[src/rtl/bf2_stage_pkg.sv]
// Shared arithmetic for the radix-2 butterfly stages: one-bit-wider
// add/sub/negate followed by a wrap or clamp back down to the port width.
package bf2_stage_pkg;

  localparam int WIDTH_DEFAULT = 16;

  // Functions work on a fixed container wide enough for any supported WIDTH;
  // callers sign-extend into it and truncate the result back to WIDTH.
  localparam int MAX_WIDTH = 32;

  typedef logic signed [MAX_WIDTH-1:0] word_t;
  typedef logic signed [MAX_WIDTH:0]   wide_t;

  // Bring an exact result back into a w-bit signed range, either by wrapping
  // modulo 2^w or by clamping to the w-bit limits.
  function automatic word_t reduce(input wide_t v, input int w, input bit sat);
    wide_t hi;
    wide_t lo;
    wide_t t;
    hi = (wide_t'(1) <<< (w - 1)) - wide_t'(1);
    lo = -hi - wide_t'(1);
    if (sat) begin
      if (v > hi)      t = hi;
      else if (v < lo) t = lo;
      else             t = v;
    end else begin
      t = (v <<< (MAX_WIDTH + 1 - w)) >>> (MAX_WIDTH + 1 - w);
    end
    return word_t'(t);
  endfunction

  function automatic word_t add_sat(input word_t a, input word_t b, input int w, input bit sat);
    return reduce(wide_t'(a) + wide_t'(b), w, sat);
  endfunction

  function automatic word_t sub_sat(input word_t a, input word_t b, input int w, input bit sat);
    return reduce(wide_t'(a) - wide_t'(b), w, sat);
  endfunction

  // Negating the most negative value is the one case that leaves the range.
  function automatic word_t neg_sat(input word_t a, input int w, input bit sat);
    return reduce(-wide_t'(a), w, sat);
  endfunction

endpackage

[src/rtl/bf2_stage_if.sv]
// Data bundle between stage-1 results (C/D) and the stage-2 bins (A).
interface bf2_stage_if #(
  parameter int WIDTH = 16
);
  logic signed [WIDTH-1:0] C_0_re;
  logic signed [WIDTH-1:0] C_1_re;
  logic signed [WIDTH-1:0] D_0_re;
  logic signed [WIDTH-1:0] D_1_re;
  logic signed [WIDTH-1:0] A_0_re;
  logic signed [WIDTH-1:0] A_1_re;
  logic signed [WIDTH-1:0] A_1_im;
  logic signed [WIDTH-1:0] A_2_re;
  logic signed [WIDTH-1:0] A_3_re;
  logic signed [WIDTH-1:0] A_3_im;

  modport master (
    output C_0_re, C_1_re, D_0_re, D_1_re,
    input  A_0_re, A_1_re, A_1_im, A_2_re, A_3_re, A_3_im
  );

  modport slave (
    input  C_0_re, C_1_re, D_0_re, D_1_re,
    output A_0_re, A_1_re, A_1_im, A_2_re, A_3_re, A_3_im
  );
endinterface

[src/rtl/bf2_stage_bf1.sv]
// Registered add/sub pair: g_0 = x_0 + x_1, g_1 = x_0 - x_1, one cycle latency.
// Used both as the stage-1 butterfly and for the real bins of stage 2.
module bf1
  import bf2_stage_pkg::*;
#(
  parameter int WIDTH    = WIDTH_DEFAULT,
  parameter int SATURATE = 0
) (
  input  logic                    clk,
  input  logic                    reset,
  input  logic signed [WIDTH-1:0] x_0,
  input  logic signed [WIDTH-1:0] x_1,
  output logic signed [WIDTH-1:0] g_0,
  output logic signed [WIDTH-1:0] g_1
);

  localparam bit SAT = (SATURATE != 0);

  // Sum and difference registers, cleared asynchronously.
  always_ff @(posedge clk or posedge reset) begin
    if (reset) begin
      g_0 <= '0;
      g_1 <= '0;
    end else begin
      g_0 <= WIDTH'(add_sat(word_t'(x_0), word_t'(x_1), WIDTH, SAT));
      g_1 <= WIDTH'(sub_sat(word_t'(x_0), word_t'(x_1), WIDTH, SAT));
    end
  end

endmodule

[src/rtl/bf2_stage.sv]
// Stage-2 radix-2 butterfly with twiddle -j. Bins 0/2 come from a bf1
// add/sub pair; bins 1/3 only need a copy of C_1 and +/- D_1 on the
// imaginary side, so no multiplier is involved.
module bf2_stage
  import bf2_stage_pkg::*;
#(
  parameter int WIDTH    = WIDTH_DEFAULT,
  parameter int SATURATE = 0
) (
  input  logic        clk,
  input  logic        reset,
  bf2_stage_if.slave  bus
);

  localparam bit SAT = (SATURATE != 0);

  bf1 #(
    .WIDTH    (WIDTH),
    .SATURATE (SATURATE)
  ) u_bf1 (
    .clk   (clk),
    .reset (reset),
    .x_0   (bus.C_0_re),
    .x_1   (bus.D_0_re),
    .g_0   (bus.A_0_re),
    .g_1   (bus.A_2_re)
  );

  // Bins 1 and 3: real parts are plain copies of C_1, imaginary parts are
  // -D_1 (can overflow at the negative limit) and D_1 (never overflows).
  always_ff @(posedge clk or posedge reset) begin
    if (reset) begin
      bus.A_1_re <= '0;
      bus.A_1_im <= '0;
      bus.A_3_re <= '0;
      bus.A_3_im <= '0;
    end else begin
      bus.A_1_re <= bus.C_1_re;
      bus.A_1_im <= WIDTH'(neg_sat(word_t'(bus.D_1_re), WIDTH, SAT));
      bus.A_3_re <= bus.C_1_re;
      bus.A_3_im <= bus.D_1_re;
    end
  end

endmodule

[src/flat_wrapper.sv]
// flat-port wrapper written by rule: the top's interface ports become plain ports
module bf2_stage_flat import bf2_stage_pkg::*;
#(
  parameter int WIDTH    = WIDTH_DEFAULT,
  parameter int SATURATE = 0
)
  (clk, reset, bus_C_0_re, bus_C_1_re, bus_D_0_re, bus_D_1_re, bus_A_0_re, bus_A_1_re, bus_A_1_im, bus_A_2_re, bus_A_3_re, bus_A_3_im);
  bf2_stage_if #(.WIDTH(WIDTH)) bus_i ();
  input  logic clk;
  input  logic reset;
  input wire logic [$bits(bus_i.C_0_re)-1:0] bus_C_0_re;
  input wire logic [$bits(bus_i.C_1_re)-1:0] bus_C_1_re;
  input wire logic [$bits(bus_i.D_0_re)-1:0] bus_D_0_re;
  input wire logic [$bits(bus_i.D_1_re)-1:0] bus_D_1_re;
  output wire logic [$bits(bus_i.A_0_re)-1:0] bus_A_0_re;
  output wire logic [$bits(bus_i.A_1_re)-1:0] bus_A_1_re;
  output wire logic [$bits(bus_i.A_1_im)-1:0] bus_A_1_im;
  output wire logic [$bits(bus_i.A_2_re)-1:0] bus_A_2_re;
  output wire logic [$bits(bus_i.A_3_re)-1:0] bus_A_3_re;
  output wire logic [$bits(bus_i.A_3_im)-1:0] bus_A_3_im;
  assign bus_i.C_0_re = bus_C_0_re;
  assign bus_i.C_1_re = bus_C_1_re;
  assign bus_i.D_0_re = bus_D_0_re;
  assign bus_i.D_1_re = bus_D_1_re;
  assign bus_A_0_re = bus_i.A_0_re;
  assign bus_A_1_re = bus_i.A_1_re;
  assign bus_A_1_im = bus_i.A_1_im;
  assign bus_A_2_re = bus_i.A_2_re;
  assign bus_A_3_re = bus_i.A_3_re;
  assign bus_A_3_im = bus_i.A_3_im;
  bf2_stage #(.WIDTH(WIDTH), .SATURATE(SATURATE)) u_core (.clk(clk), .reset(reset), .bus(bus_i));
endmodule
[config.mk]
export PLATFORM = sky130hd
export DESIGN_NAME = bf2_stage_flat
export DESIGN_NICKNAME = d
export VERILOG_FILES = /design/src/rtl/bf2_stage_pkg.sv /design/src/rtl/bf2_stage_if.sv /design/src/rtl/bf2_stage_bf1.sv /design/src/rtl/bf2_stage.sv /design/src/flat_wrapper.sv
export SDC_FILE = /design/constraint.sdc
export NUM_CORES = 1
export LEC_CHECK = 0
export BUFFER_PORTS_ARGS = -buffer_cell sky130_fd_sc_hd__clkbuf_2
export CAP_MARGIN = 20
export CELL_PAD_IN_SITES_DETAIL_PLACEMENT = 0
export CELL_PAD_IN_SITES_GLOBAL_PLACEMENT = 1
export CORE_ASPECT_RATIO = 0.6
export CORE_UTILIZATION = 33
export CTS_BUF_LIST = sky130_fd_sc_hd__clkbuf_16
export DETAILED_ROUTE_END_ITERATION = 10
export PLACE_DENSITY = 0.82
export SKIP_CTS_REPAIR_TIMING = 1
export SYNTH_ARGS = -nofsm -noshare
export SYNTH_HDL_FRONTEND = slang
export SYNTH_HIERARCHICAL = 1
export SYNTH_SLANG_ARGS = --single-unit
[constraint.sdc]
create_clock -name clk -period 1.25 [get_ports clk]
set_clock_uncertainty 0.1 [all_clocks]
set_input_delay 0.125 -clock clk [delete_from_list [all_inputs] [get_ports clk]]
set_output_delay 0.125 -clock clk [all_outputs]
set_load 0.01 [all_outputs]
==> results of run 1 <==
kinds of logic after synthesis:
family / after synthesis
flip-flops: 78
AND/OR/NAND/NOR: 99
multiplexers: 2
adder cells (fa/ha/maj): 33
XOR/XNOR: 39
buffers and inverters: 62
AO/OA/AOI/OAI: 59
state kept, by name (all words and copies together) (netlist names):
register / count
u_core/u_bf1/g_1: 15
u_core/u_bf1/g_0: 16
u_core/bus.A_1_im: 15
u_core/bus.A_3_im: 16
u_core/bus.A_1_re: 16
power by group through the flow:
stage	combinational (mW)	sequential, mW	clock (mW)
floorplan	0.867	3.11	0
global placement	1.97	2.98	0
detailed placement	2.01	2.98	0
CTS	2.02	2.93	2.62
global route	2.59	2.96	2.72
finish	2.39	2.93	2.55
synthesized netlist by cell type (9+ instances only):
library cell / count / share of area [%]
a21oi_1: 18 / 2.2
buf_4: 18 / 3.4
dfrtp_1: 78 / 49
ha_1: 31 / 9.7
inv_1: 30 / 2.8
nand2_1: 16 / 1.5
nand2b_1: 9 / 1.4
nor2_1: 22 / 2.1
nor2b_1: 10 / 1.6
o21ai_0: 9 / 1.1
xnor2_1: 30 / 6.6
xor2_1: 9 / 2.0
through the flow:
step                      util, %  hold slack, ns  instances  power [mW]  worst slack [ns]
after floorplan                 -         0.04830        372       3.977           -0.5841
after global placement      49.44         0.01274        763       4.952           -0.8127
after global routing        58.66         0.01337        821       8.270           -0.4747
after CTS                   51.92         -0.3417        779       7.576           -0.5101
after detailed placement    49.44         0.02382        763       4.987           -0.8575
final                       58.66         0.01777        821       7.870           -0.4683
final cells by class:
class | count | area share (%)
timing repair buffer | 304 | 29.91
clock inverter | 7 | 0.9041
tap | 160 | 2.952
inverter | 31 | 2.103
clock buffer | 9 | 3.321
multi-input combinational | 232 | 32.03
sequential | 78 | 28.78
critical path: stages:
cell	delay [ns]
buf_2	0.14
inv_1	0.08
fa_2	0.41
nor2b_2	0.17
o211ai_1	0.14
a21boi_2	0.24
buf_4	0.18
o21ai_2	0.08
nor2b_2	0.16
xnor2_1	0.11
per-layer routing:
| layer | GRT usage, % | share of wire (%) | vias to the layer above | wire length, um |
|---|---|---|---|---|
| met4 | 4.785 | 1.4 | 0 | 175 |
| met2 | 28.32 | 48 | 153 | 5961 |
| met1 | 23.54 | 45 | 1833 | 5516 |
| met5 | 0 | 0 | - | 0 |
| li1 | - | - | 1805 | - |
| met3 | 4.728 | 5.4 | 23 | 670 |
path summary, 6_finish.rpt:
kind	startpoint	end	slack, ns	depth (start not counted)
worst max-delay path	bus_C_0_re[1]	u_core/u_bf1/g_1[10]	-0.47	10
worst min-delay path	bus_D_1_re[11]	u_core/bus.A_1_im[12]	0.02	3
max in group asynchronous	reset	u_core/bus.A_1_re[10]	0.38	4
min in group asynchronous	reset	u_core/bus.A_1_re[14]	0.22	3
==> results.cfg, run 1 <==
[synth]
synth_mux_area_share_pct = 0.4991
synth_seq_cells = 78
synth.cell_area_mm2 = 0.004011
ys_seq_area_share_pct = 48.66
synth_warnings = 6
synth_top_family_by_area = simple AND/OR/NAND/NOR gates
syn_inst = 372
syn-num-nets = 471
yosys.area_share.adder_pct = 10.67
async_reset_ff_share_pct = 100.0
synthXorXnorAreaFrac_pct = 8.515
synthFlopType = dfrtp_1
syn_area_per_cell_um2 = 10.78
ys_types = 58
synth_compound_area_share_pct = 9.763
synth-simple-area-share_pct = 14.10
synth_edf_count = 0

[timing]
grt_setup_unrepaired = true
hold_viol_final = 0
min_period_over_period_pct = 137.5
setup_viol = 20
min_period_ns = 1.718
drv_slew = 0
finalSetupTns_ns = -5.562
slew-limit-headroom_pct = 72.84
max_freq_ghz = 0.5820
setup_ws_ns = -0.4683
tightest_slew_ns = 0.4040

[clock_network]
numClockSinks = 78
cts_tree = yes
clk_pin_slew_ns = 0.07
clockBufferDepth = 2
h-tree-depth = 3
cts_buffers = 9
cts-root-buf = clkbuf_16

[power_and_ir_drop]
power_density_mw_per_mm2 = 1161
p_switching_mw = 2.473
sw_frac_of_total_pct = 31.42
power_frac_seq_pct = 37.2
p_comb_share_pct = 30.4
p_leak_nw = 3.288
p_int_mw = 5.397
vdd_ir_drop_max_mv = 0.5554
clkPwrFrac_pct = 32.4

[global_routing]
grt_pass1_vias = 3386
grt_usage_pct = 17.69
gr-total-overflow = 0
grt_antenna_before_repair = 0
grt_pass1_wl_um = 16770
grt_start_max_net_pins = 37

[routing]
drt-wirelength-per-cell_um = 15.01
wl_um = 12320
viasPerCell = 4.646
drt_pass1_iterations = 5
ant_nets = 0
drt_drc_violations_left = 0
vias = 3814
dr.first_iter.drc_count = 211

[setup_path]
cp.required_ns = 1.37
crit_path_end_kind = flop
crit_fanout = 4
start_kind = primary input
crit_type = primary input to flop
cp.arrival_ns = 1.84

[cells_and_area]
post_route_cells_drive_above_1_share_pct = 55.07
layout_common_cells = clkbuf_2 (156), buf_4 (105), dfrtp_1 (78)
multi_input_area_mm2 = 0.002172
fillers = 968
nets = 755
diodes = 0
final_common_cell = clkbuf_2
area_growth_pct = 69.06
seq_area_mm2 = 0.001952
design_area_mm2 = 0.006782

[floorplan]
fp-row-count = 30
core_area_mm2 = 0.01156
die_area_mm2 = 0.01261
die_y_um = 87.40
pin_count = 162
die_w_um = 144.3
start_util_pct = 34.70

[job]
cap_violations = 0

[run_status]
status = finished with violations
violations = setup timing

[placement]
place_congestion = 0.8549
io_buffers = 161
dpl_cell_area_mm2 = 0.005715
hpwl_um = 8800

[min_path]
holdCritPathClass = primary input to flop
Power figures use the tool's default switching activity.
==> run 2: changes to the inputs <==
BUFFER_PORTS_ARGS = not set   (was -buffer_cell sky130_fd_sc_hd__clkbuf_2)
CORE_UTILIZATION = 43   (was 33)
DONT_BUFFER_PORTS = 1   (was not set)
PLACE_DENSITY = 0.81   (was 0.82)
==> run 2 against run 1 <==
- global-route usage rose by 2.8 points
- sequential share of layout area is 4.7 points higher
- sequential cell count stayed put
- final area down 14%
- combinational power down 28%
- first-iteration DRC count fell by 9.5%
- the flow finishes with violations (hold timing, setup timing)
- non-clock buffer count is 191 lower
- wire length is 9.0% lower
- die area decreased by 23%
- critical endpoint is now u_core/u_bf1/g_0[15]
- highest routed layer unchanged
- clock power is 21% higher
- worst hold slack got worse by 0.060 ns
==> results.cfg, run 2 (synthesis gave the netlist of run 1 again) <==
[routing]
dr.first_iter.drc_count = 191
drt-wirelength-per-cell_um = 19.27
ant_nets = 0
vias = 3107
drt_pass1_iterations = 5
drt_drc_violations_left = 0
wl_um = 11210
viasPerCell = 5.338

[setup_path]
crit_type = primary input to flop
cp-startpoint = bus_C_0_re[4]
critPathBufInv = 1
cp.required_ns = 1.41
cp_cell_sequence = ha_4 -> inv_4 -> a21oi_4 -> or3_4 -> a311o_2 -> or3b_1 -> nand3_1
start_kind = primary input
path_delay_family = simple AND/OR/NAND/NOR gates
crit_fanout = 6
slowest_delay_ns = 0.44
crit_path_end_kind = flop
slowest_stage = a311o_2
cp.arrival_ns = 1.74

[cells_and_area]
fin_cells = 582
layout_common_cells = dfrtp_1 (78), buf_4 (69), dlygate4sd3_1 (36)
fillers = 630
area_growth_pct = 45.26
top_regs = u_core/bus.A_1_re: 16 flops, u_core/bus.A_3_im: 16 flops, u_core/u_bf1/g_0: 16 flops
utilization_pct = 66.34
design_area_mm2 = 0.005827
post_route_cells_drive_above_1_share_pct = 36.60
diodes = 0
final_common_cell = dfrtp_1
multi_input_area_mm2 = 0.002246
nets = 564
seq_area_mm2 = 0.001952

[timing]
worst_hold_slack_ns = -0.04195
slew-limit-headroom_pct = 72.10
max_freq_ghz = 0.6354
drv_slew = 0
hold_viol_final = 1
grt_setup_unrepaired = true
setup_viol = 24
min_period_ns = 1.574
min_period_over_period_pct = 125.9
setup_ws_ns = -0.3238
tightest_slew_ns = 0.4185

[placement]
dp_cells = 523
place_congestion = 0.9505
dpl_cell_area_mm2 = 0.004617
hpwl_um = 7863
io_buffers = 0
place_ws_ns = -0.8051

[floorplan]
core_area_mm2 = 0.008783
die_w_um = 126.7
die_y_um = 76.82
pin_count = 162
fp-row-count = 26
start_util_pct = 45.67
die_area_mm2 = 0.009732

[global_routing]
grt_pass1_wl_um = 15140
gr-total-overflow = 0
grt_pass1_vias = 2818
grt_start_max_net_pins = 32
grt_antenna_before_repair = 0
grt_usage_pct = 20.49

[min_path]
whs_endpoint = u_core/u_bf1/g_1[1]
holdCritPathClass = primary input to flop
hold_path_depth = 2
min-delay-start = bus_D_0_re[1]

[clock_network]
numClockSinks = 78
h-tree-depth = 3
cts-root-buf = clkbuf_16
clk_pin_slew_ns = 0.06
cts_buffers = 9
cts_tree = yes
clockBufferDepth = 2

[run_status]
status = finished with violations
violations = hold timing, setup timing

[power_and_ir_drop]
vdd_ir_drop_max_mv = 0.8070
power_density_mw_per_mm2 = 1367
p_leak_nw = 2.555

[job]
cap_violations = 0
-- run 2: cell count changes in the layout (fill, tap and decap cells not counted), moves of 3 or more --
cell | before | now
bufinv_16 | 0 | 3
buf_4 | 105 | 69
nor2_2 | 3 | 0
nor2_1 | 18 | 21
clkbuf_2 | 156 | 0
buf_6 | 3 | 6
-- run 2: layout make-up --
| type | instances | area share (%) |
|---|---|---|
| well taps | 112 | 2.405 |
| clock buffers | 9 | 3.865 |
| inverters | 31 | 2.577 |
| multi-input cells | 232 | 38.54 |
| repair buffers | 113 | 16.92 |
| flip-flops and latches | 78 | 33.50 |
| clock inverters | 7 | 2.190 |
-- run 2: worst max-delay path by stage --
stage	end	slack, ns	depth (start not counted)
after floorplan	u_core/u_bf1/g_0[15]	-0.58	9
after global placement	u_core/u_bf1/g_1[15]	-0.78	9
after detailed placement	u_core/u_bf1/g_1[15]	-0.81	9
after CTS	u_core/u_bf1/g_1[15]	-0.45	9
after global routing	u_core/u_bf1/g_0[15]	-0.35	7
final	u_core/u_bf1/g_0[15]	-0.32	7
-- run 2: layer usage --
| metal | part of all wire [%] | vias up | wire length (um) | global-route usage (%) |
|---|---|---|---|---|
| met2 | 48 | 140 | 5336 | 30.88 |
| met5 | 0 | - | 0 | 0 |
| li1 | - | 1424 | - | - |
| met4 | 0.93 | 0 | 104 | 5.952 |
| met1 | 44 | 1528 | 4919 | 28.01 |
| met3 | 7.6 | 15 | 851 | 6.839 |
-- run 2: stage by stage --
step / TNS (ns) / power, mW
after floorplan: -7.659 / 3.977
after global placement: -11.13 / 4.444
after detailed placement: -11.88 / 4.467
after CTS: -4.301 / 7.565
after global routing: -4.811 / 8.311
final: -3.493 / 7.968
-- run 2: report_power, final --
part           internal (mW)  leakage, nW  switching [mW]
logic                  0.889         1.47           0.843
clock network           1.98        0.173            1.09
registers               2.82        0.908           0.337
total                   5.69         2.56            2.27
==> run 3: changes to the inputs <==
SKIP_LAST_GASP = 1   (was not set)
==> run 3 against run 2 <==
- the flow still finishes with violations (hold timing, setup timing)
- highest routed layer unchanged
- non-clock buffer count is the same
- via count up 1.3%
- clock power is essentially flat
==> results.cfg, run 3 (synthesis gave the netlist of run 1 again) <==
[cells_and_area]
nets = 564
design_area_mm2 = 0.005773
diodes = 0
top_regs = u_core/bus.A_1_re: 16 flops, u_core/bus.A_3_im: 16 flops, u_core/u_bf1/g_0: 16 flops
post_route_cells_drive_above_1_share_pct = 35.53
layout_common_cells = dfrtp_1 (78), buf_4 (71), dlygate4sd3_1 (36)
final_common_cell = dfrtp_1
area_growth_pct = 43.92

[floorplan]
die_y_um = 76.82
die_w_um = 126.7
die_area_mm2 = 0.009732
pin_count = 162
core_area_mm2 = 0.008783
fp-row-count = 26
start_util_pct = 45.67

[setup_path]
crit_path_end_kind = flop
cp.arrival_ns = 1.78
start_kind = primary input
cp.required_ns = 1.41
crit_type = primary input to flop
crit_fanout = 6

[timing]
drv_slew = 0
min_period_over_period_pct = 129.2
setup_viol = 24
setup_ws_ns = -0.3655
tightest_slew_ns = 0.4141
min_period_ns = 1.615
max_freq_ghz = 0.6190
hold_viol_final = 1
slew-limit-headroom_pct = 72.39
grt_setup_unrepaired = true
worst_hold_slack_ns = -0.04242

[clock_network]
numClockSinks = 78
clockBufferDepth = 2
h-tree-depth = 3
cts_buffers = 9
cts_tree = yes
clk_pin_slew_ns = 0.06
cts-root-buf = clkbuf_16

[global_routing]
gr-total-overflow = 0
grt_pass1_vias = 2818
grt_usage_pct = 20.49
grt_antenna_before_repair = 0
grt_start_max_net_pins = 32
grt_pass1_wl_um = 15140

[job]
cap_violations = 0

[placement]
dpl_cell_area_mm2 = 0.004617
place_congestion = 0.9505
place_ws_ns = -0.8051
io_buffers = 0
hpwl_um = 7863

[routing]
drt-wirelength-per-cell_um = 19.48
viasPerCell = 5.405
drt_pass1_iterations = 6
vias = 3146
drt_drc_violations_left = 0
ant_nets = 0
dr.first_iter.drc_count = 197
wl_um = 11340

[min_path]
holdCritPathClass = primary input to flop
hold_path_depth = 2

[run_status]
status = finished with violations
violations = hold timing, setup timing

[power_and_ir_drop]
power_density_mw_per_mm2 = 1378
p_total_mw = 7.954
p_leak_nw = 2.546
vdd_ir_drop_max_mv = 0.8100
[run 3: metrics by stage]
| step | util, % | hold WS [ns] | setup TNS, ns | std cells |
|---|---|---|---|---|
| finish | 65.73 | -0.04242 | -4.003 | 582 |
| global route | 65.73 | -0.04324 | -5.268 | 582 |
| CTS | 56.58 | -0.4848 | -4.301 | 539 |
| detailed placement | 52.56 | -0.1278 | -11.88 | 523 |
| global placement | 52.56 | -0.1368 | -11.13 | 523 |
| floorplan | - | 0.04830 | -7.659 | 372 |
[run 3: metal layers]
metal	vias up	GRT usage [%]	part of all wire, %
met3	21	6.839	8.3
met2	160	30.88	47
met1	1540	28.01	43
li1	1425	-	-
met4	0	5.952	1.3
met5	-	0	0
[run 3: cell type report]
| class | count | area [um^2] |
|---|---|---|
| sequential | 78 | 1952 |
| clock inverter | 7 | 127.6 |
| inverter | 31 | 150.1 |
| timing repair buffer | 113 | 978.4 |
| clock buffer | 9 | 225.2 |
| tap | 112 | 140.1 |
| multi-input combinational | 232 | 2200 |
| fill | 640 | 3010 |
[run 3: power by group]
part	switching (mW)	internal, mW	total (mW)
logic	0.835	0.870	1.70
clock network	1.11	1.98	3.09
registers	0.337	2.82	3.16
[run 3: worst paths after layout]
path / end / start / slack (ns)
max in group asynchronous: u_core/u_bf1/g_0[9] / reset / 0.44
worst max-delay path: u_core/u_bf1/g_0[15] / bus_C_0_re[4] / -0.37
worst min-delay path: u_core/u_bf1/g_1[1] / bus_D_0_re[1] / -0.04
min in group asynchronous: u_core/bus.A_3_im[14] / reset / 0.16
[run 3: critical path: stages]
cell and delay, ns:
ha_4 0.25, inv_4 0.06, a21oi_4 0.06, or3_4 0.36
a311o_2 0.46, or3b_1 0.39, nand3_1 0.07
